## src/rtl/rom_load_ctrl.sv

```systemverilog
// Boot-time instruction ROM loader: packs a byte stream into 32-bit words, writes them
// to the ROM, holds the core in reset until the image settles, and arbitrates debug writes.
module rom_load_ctrl #(
  parameter int ROM_DEPTH   = 4096,
  parameter int ADDR_W      = 12,
  parameter int RELEASE_DLY = 16
) (
  input  logic              clk,
  input  logic              rst,
  input  logic              start_i,
  input  logic              byte_valid_i,
  input  logic [7:0]        byte_i,
  input  logic              byte_last_i,
  output logic              byte_ready_o,
  input  logic              dbg_req_i,
  input  logic [ADDR_W-1:0] dbg_addr_i,
  input  logic [31:0]       dbg_wdata_i,
  output logic              dbg_gnt_o,
  output logic              rom_we_o,
  output logic [ADDR_W-1:0] rom_addr_o,
  output logic [31:0]       rom_wdata_o,
  output logic              core_rst_o,
  output logic              busy_o,
  output logic              done_o,
  output logic              err_o,
  output logic [ADDR_W:0]   words_o
);

  typedef enum logic [2:0] {IDLE, LOAD, FLUSH, RELEASE, RUN, DRAIN} state_t;

  localparam logic [ADDR_W:0] FULL     = (ADDR_W+1)'(ROM_DEPTH);
  localparam logic [7:0]      REL_LAST = 8'(RELEASE_DLY - 1);

  state_t            state;
  logic [1:0]        idx;
  logic [23:0]       asm_q;
  logic              ld_we;
  logic [ADDR_W-1:0] ld_addr;
  logic [31:0]       ld_wdata;
  logic [ADDR_W-1:0] hold_addr;
  logic [31:0]       hold_wdata;
  logic [7:0]        rel_cnt;
  logic              accept;
  logic              full;

  // Lanes above the newest byte are zeroed so a short final word never carries stale bytes.
  function automatic logic [31:0] pack_word(input logic [23:0] lanes, input logic [7:0] b,
                                            input logic [1:0] lane);
    logic [31:0] w;
    case (lane)
      2'd0:    w = {24'd0, b};
      2'd1:    w = {16'd0, b, lanes[7:0]};
      2'd2:    w = {8'd0, b, lanes[15:0]};
      default: w = {b, lanes};
    endcase
    return w;
  endfunction

  assign accept = byte_valid_i && byte_ready_o;
  assign full   = (words_o == FULL);

  // ROM port: the registered loader write wins; otherwise debug; otherwise hold last value.
  always_comb begin
    dbg_gnt_o   = dbg_req_i && !ld_we && !rst;
    rom_we_o    = ld_we || dbg_gnt_o;
    rom_addr_o  = hold_addr;
    rom_wdata_o = hold_wdata;
    if (ld_we) begin
      rom_addr_o  = ld_addr;
      rom_wdata_o = ld_wdata;
    end else if (dbg_gnt_o) begin
      rom_addr_o  = dbg_addr_i;
      rom_wdata_o = dbg_wdata_i;
    end
  end

  always_ff @(posedge clk) begin
    if (rst) begin
      state        <= IDLE;
      core_rst_o   <= 1'b1;
      byte_ready_o <= 1'b0;
      busy_o       <= 1'b0;
      done_o       <= 1'b0;
      err_o        <= 1'b0;
      words_o      <= '0;
      idx          <= '0;
      rel_cnt      <= '0;
      ld_we        <= 1'b0;
    end else begin
      ld_we <= 1'b0;
      case (state)
        IDLE, RUN: begin
          if (start_i) begin
            state        <= LOAD;
            core_rst_o   <= 1'b1;
            byte_ready_o <= 1'b1;
            busy_o       <= 1'b1;
            done_o       <= 1'b0;
            err_o        <= 1'b0;
            words_o      <= '0;
            idx          <= '0;
          end
        end
        LOAD: begin
          if (accept) begin
            if (full) begin
              err_o  <= 1'b1;
              busy_o <= 1'b0;
              if (byte_last_i) begin
                state        <= IDLE;
                byte_ready_o <= 1'b0;
              end else begin
                state <= DRAIN;
              end
            end else begin
              idx <= idx + 2'd1;
              if (idx == 2'd3 || byte_last_i) begin
                ld_we   <= 1'b1;
                words_o <= words_o + (ADDR_W+1)'(1);
              end
              if (byte_last_i) begin
                byte_ready_o <= 1'b0;
                rel_cnt      <= '0;
                state        <= (idx == 2'd3) ? RELEASE : FLUSH;
              end
            end
          end
        end
        FLUSH: begin
          state   <= RELEASE;
          rel_cnt <= '0;
        end
        RELEASE: begin
          // Counting starts only once the final write cycle has gone by.
          if (!ld_we) begin
            if (rel_cnt == REL_LAST) begin
              state      <= RUN;
              core_rst_o <= 1'b0;
              done_o     <= 1'b1;
              busy_o     <= 1'b0;
            end else begin
              rel_cnt <= rel_cnt + 8'd1;
            end
          end
        end
        DRAIN: begin
          if (accept && byte_last_i) begin
            state        <= IDLE;
            byte_ready_o <= 1'b0;
          end
        end
        default: state <= IDLE;
      endcase
    end
  end

  always_ff @(posedge clk) begin
    if (state == LOAD && accept && !full) begin
      case (idx)
        2'd0:    asm_q[7:0]   <= byte_i;
        2'd1:    asm_q[15:8]  <= byte_i;
        2'd2:    asm_q[23:16] <= byte_i;
        default: ;
      endcase
      if (idx == 2'd3 || byte_last_i) begin
        ld_addr  <= words_o[ADDR_W-1:0];
        ld_wdata <= pack_word(asm_q, byte_i, idx);
      end
    end
    if (rom_we_o) begin
      hold_addr  <= rom_addr_o;
      hold_wdata <= rom_wdata_o;
    end
  end

endmodule

```

## config.mk

```make
export PLATFORM = sky130hd
export DESIGN_NAME = rom_load_ctrl
export DESIGN_NICKNAME = d
export VERILOG_FILES = /design/src/rtl/rom_load_ctrl.sv
export SDC_FILE = /design/constraint.sdc
export NUM_CORES = 1
export LEC_CHECK = 0
export BUFFER_PORTS_ARGS = -buffer_cell sky130_fd_sc_hd__clkbuf_2
export CORE_ASPECT_RATIO = 1.4
export CORE_MARGIN = 4
export CORE_UTILIZATION = 55
export CTS_BUF_LIST = sky130_fd_sc_hd__clkbuf_2 sky130_fd_sc_hd__clkbuf_4 sky130_fd_sc_hd__clkbuf_8
export DETAILED_ROUTE_END_ITERATION = 8
export PLACE_DENSITY = 0.79
export SYNTH_ARGS = -nofsm -noshare
export SYNTH_HDL_FRONTEND = slang
export SYNTH_SLANG_ARGS = --single-unit
export TNS_END_PERCENT = 100
```

## constraint.sdc

```tcl
create_clock -name clk -period 5.9 [get_ports clk]
set_input_delay 0.885 -clock clk [delete_from_list [all_inputs] [get_ports clk]]
set_output_delay 0.885 -clock clk [all_outputs]
set_load 0.01 [all_outputs]
```

== Yosys cells after proc, flatten, opt, wreduce, memory -nomap -nowiden ==
Cells that the tools add are included.

* Bits in registers: 144
* Output and inout bits: 64

* Mux-type cells: 49
* Reduce and logical (&&, ||, !) cells: 32
* $add $sub $neg: 3
* Bitwise operators: 2
* Eq/ne operators: 21

{| class="wikitable"
|+ Operators with widths
! kind !! number
|-
| $pmux 32 s3 || 1
|-
| $mux 32 || 2
|-
| $mux 13 || 4
|-
| $mux 8 || 5
|-
| $pmux 13 s2 || 1
|-
| $mux 12 || 2
|-
| $mux 3 || 8
|-
| $pmux 8 s3 || 1
|-
| $ne 2x2->1 const B || 10
|-
| $reduce_and 6->1 || 3
|-
| $mux 1 || 15
|-
| $pmux 3 s5 || 1
|-
| $add 13x1->13 const B || 1
|-
| $eq 13x13->1 const B || 1
|-
| $reduce_and 4->1 || 3
|-
| $reduce_and 5->1 || 2
|-
| $reduce_bool 3->1 || 3
|-
| $add 8x1->8 const B || 1
|-
| $eq 8x4->1 const B || 1
|-
| $reduce_and 2->1 || 4
|-
| $eq 3x2->1 const B || 2
|-
| $eq 3x3->1 const B || 2
|-
| $logic_and 1x1->1 || 6
|-
| $mux 2 || 3
|-
| 16 further kinds || 25
|}

== Depth between registers and ports, before layout ==
* Word-level depth: 6
* Depth in mapped cells: 8
* Mapped depth without buffers: 7

== Worst setup path after synthesis ==
No wires, ideal clock.

* Kind: input to register
* Start point: input byte_valid_i
* End point: register ld_addr[0], enable pin
* Stages: 5
* Arrival time: 3.382 ns
* Required time: 5.454 ns
* Library setup time: 0.446 ns
* Path buffers: 1
* Path slack: 2.072 ns
* Cell sequence: nand4b_4 > a21oi_2 > o21ai_1 > buf_4 > nor2_1

* Longest elaborated chain between the ends: 4

{| class="wikitable"
|+ RTL lines
! what !! RTL line !! text
|-
| from (decl) || 11 || <nowiki>input logic byte_valid_i,</nowiki>
|-
| $logic_and 1x1->1 || 59 || <nowiki>assign accept = byte_valid_i && byte_ready_o;</nowiki>
|-
| $logic_and 1x1->1 (2 in series) || 158 || <nowiki>if (state == LOAD && accept && !full) begin</nowiki>
|-
| $reduce_and 2->1 (no line) || - ||
|-
| to (signal assigned) || 166 || <nowiki>ld_addr <= words_o[ADDR_W-1:0];</nowiki>
|-
| to (decl) || 38 || <nowiki>logic [ADDR_W-1:0] ld_addr;</nowiki>
|}

No other way between the ends.
A chain may end at the register's enable or synchronous reset.

== Final worst setup path ==
* Start point: input rst
* End point: output rom_wdata_o[3]

* Longest elaborated chain between the ends: 4

{| class="wikitable"
|+ RTL lines
! what !! RTL line !! text
|-
| from (decl) || 9 || <nowiki>input logic rst,</nowiki>
|-
| $logic_not 1->1 || 64 || <nowiki>dbg_gnt_o = dbg_req_i && !ld_we && !rst;</nowiki>
|-
| $logic_and 1x1->1 || 64 ||
|-
| $mux 32 || 71 || <nowiki>end else if (dbg_gnt_o) begin</nowiki>
|-
| $mux 32 || 68 || <nowiki>if (ld_we) begin</nowiki>
|-
| to (decl) || 21 || <nowiki>output logic [31:0] rom_wdata_o,</nowiki>
|}

No other way between the ends.

==> flow_summary.yaml <==
outcome:
  status: "finished clean"
floorplan:
  core-area_um2: 11300
  pin_count: 122
  die_x_um: 99.1
  std_cell_rows: 46
  die_h_um: 136
  die_area_um2: 13400
  initial_core_util_pct: 56.4
placed_design:
  dp_hpwl_um: 9480
  pre_cts_slack_ns: 2.38
  gp_congestion: 0.836
  port_buffers: 121
critical_path:
  arrival_ns: 2.60
  crit_fanout: 45
  crit_path_end_kind: "primary output"
  crit_chain: "clkbuf_2, nor2b_4, buf_4, mux2i_1, o21ai_0, clkbuf_2"
  cp_top_family: "buffers and inverters"
  ff2ff_path_depth: 5
  critPathBufInv: 3
  crit_slowest_cell: "buf_4"
  crit_cells: 6
  worstSetupPathType: "in -> out"
  setup.worst_path.start_class: "input pin"
  slowest_delay_ns: 0.59
  cp_common_cell: "clkbuf_2"
  required_ns: 5.02
synthesis:
  syn-instance-count: 521
  synth_edf_count: 112
  synth-xor-area-share_pct: 0.685
  yosysSeqAreaShare_pct: 62.6
  synth_top_family_by_area: "simple AND/OR/NAND/NOR gates"
  ys_ff_latch: 144
  ys.flop_type: "edfxtp_1"
  synth_compound_area_share_pct: 12.2
  synthMuxAreaShare_pct: 7.36
  yosys_warnings: 0
  yosys.area.top_type: "edfxtp_1"
  synthTopCellsByArea: "edfxtp_1 53%, dfxtp_1 10%, mux2i_1 7.4%"
  synthDistinctLibCells: 55
  synth_top_area_share_pct: 52.6
  synth-simple-area-share_pct: 13.0
  postSynthAreaPerCell_um2: 12.3
  async_flop_share_pct: 0
  synth_fa_ha_area_share_pct: 1.37
  synth_fp_nets: 586
  synth.cell_area_um2: 6390
routing:
  num_vias: 4480
  antenna_left: 0
  routed_wirelength_um: 13300
  wl_per_cell_um: 16.9
  drt_iter0_drc: 232
  drc: 0
  viasPerCell: 5.68
  dr.pass1.iters: 5
flow_run:
  maxCapViolCount: 0
global_routing:
  grt-ovfl-total: 0
  grt_pass1_vias: 4447
  antenna_found_initial: 0
  track_usage_pct: 19.9
  grt_max_degree: 94
  grt_pass1_wl_um: 21400
timing:
  fin_worst_skew_ns: 0.0114
  fmax_mhz: 287
  rsz0062_at_grt: "false"
  max_slew_margin_pct: 23.4
  worst_hold_slack_ns: 0.486
  setup_viol: 0
  min_period_ns: 3.48
  fin_setup_tns_ns: 0
  worst_slack_ns: 2.42
  hold_violations: 0
  min_period_over_period_pct: 59.1
  maxSlewViolCount: 0
  worst_pin_slew_ns: 1.15
finish:
  drive_above_1_share_pct: 26.5
  syn_to_final_growth_pct: 17.1
  regArea_um2: 4010
  final_common_cell: "clkbuf_2"
  n_fill_cell: 837
  nets: 697
  diodes: 0
  multi_input_area_um2: 2220
  final_cell_mix: "121 x clkbuf_2, 112 x edfxtp_1, 58 x nand2_1"
pwr:
  p_per_area_nw_per_um2: 307
  leakage_nw: 2.78
  irDropWorstVdd_v: 0.000184
  power.total_w: 0.00230
cts:
  cts_hold_buf: 0
  postCtsSetupRepairBufs: 0
  ctsLongestPathBuffers: 2
  root_buffer: "clkbuf_8"
  cts_buffers: 17
  clk_pin_slew_worst_paths_ns: 0.07
  tritoncts: "built"
  h-tree-depth: 4
  clock-sinks: 144
  cts_resized: 0
  clk_latency_ns: 0.43
hold_path:
  hold_path_depth: 2
  hold_class: "reg -> reg"
[cell families after synthesis]
group / Yosys count
buffers and inverters: 41
muxes: 47
xor gates and xnor gates: 5
AOI/OAI and AO/OA: 121
and+or+nand+nor: 156
adders and majority gates: 7
DFF: 144
[synthesized netlist by cell type, drive strengths merged, types with 3 or more instances]
master and number:
ha 7, nor2 22, or3 11, inv 10, nor3 10, and3 5, nand2b 3, and2 11
a31oi 6, o211ai 4, nor2b 7, o21ai 55, a211oi 3, nand2 58, edfxtp 112, dfxtp 32
nor4 3, xnor2 3, or4 3, or2 4, clkbuf 19, a22o 24, mux2i 47, nand3 10
buf 12, a21oi 15, nand4 4
[final cells by class]
| cell class | count | area share [%] |
|---|---|---|
| clock buffer | 24 | 3.82 |
| clock inverter | 8 | 1.82 |
| inverter | 10 | 0.501 |
| multi-input combinational | 336 | 29.7 |
| sequential | 144 | 53.5 |
| tap | 144 | 2.41 |
| timing repair buffer | 123 | 8.28 |
[registers in the layout, summed over array words and instances (netlist names)]
name          flops
hold_addr        12
idx               2
rel_cnt           8
err_o             1
done_o            1
busy_o            1
asm_q            24
state             3
core_rst_o        1
ld_addr          12
hold_wdata       32
ld_wdata         32
words_o          13
byte_ready_o      1
ld_we             1
[worst register-to-register path, delay by kind of cell (launching register included)]
| family | cells | cell delay (ns) |
|---|---|---|
| AOI/OAI and AO/OA | 2 | 0.60 |
| DFF | 1 | 0.40 |
| and+or+nand+nor | 2 | 1.09 |
| adders and majority gates | 1 | 0.66 |
[per-layer routing]
| metal | global-route usage (%) | vias up | wire, µm |
|---|---|---|---|
| li1 | - | 2181 | - |
| met1 | 23.9 | 2117 | 5300 |
| met2 | 34.2 | 149 | 6900 |
| met3 | 5.26 | 33 | 815 |
| met4 | 7.21 | 0 | 299 |
| met5 | 0 | - | 0 |
[worst paths after layout]
check / slack, ns / end / startpoint
worst max-delay path: 2.42 / rom_wdata_o[3] / rst
worst min register to register: 0.49 / err_o / err_o
worst max register to register: 2.76 / ld_wdata[20] / idx[0]
worst min-delay path: 0.49 / err_o / err_o
[per-stage QoR]
stage / util [%] / cells / cell area [µm²]
after floorplan: - / 521 / 6390
after global placement: 62.3 / 757 / 7070
after detailed placement: 62.3 / 757 / 7070
after CTS: 66.1 / 789 / 7490
after global routing: 66.1 / 789 / 7490
final: 66.1 / 789 / 7490
[where the power goes]
part	internal, W	switching (W)	leakage (nW)
sequential	0.00117	0.0000226	1.30
combinational	0.0000983	0.000186	1.26
clock	0.000489	0.000331	0.220
(Power assumes the default switching activity.)
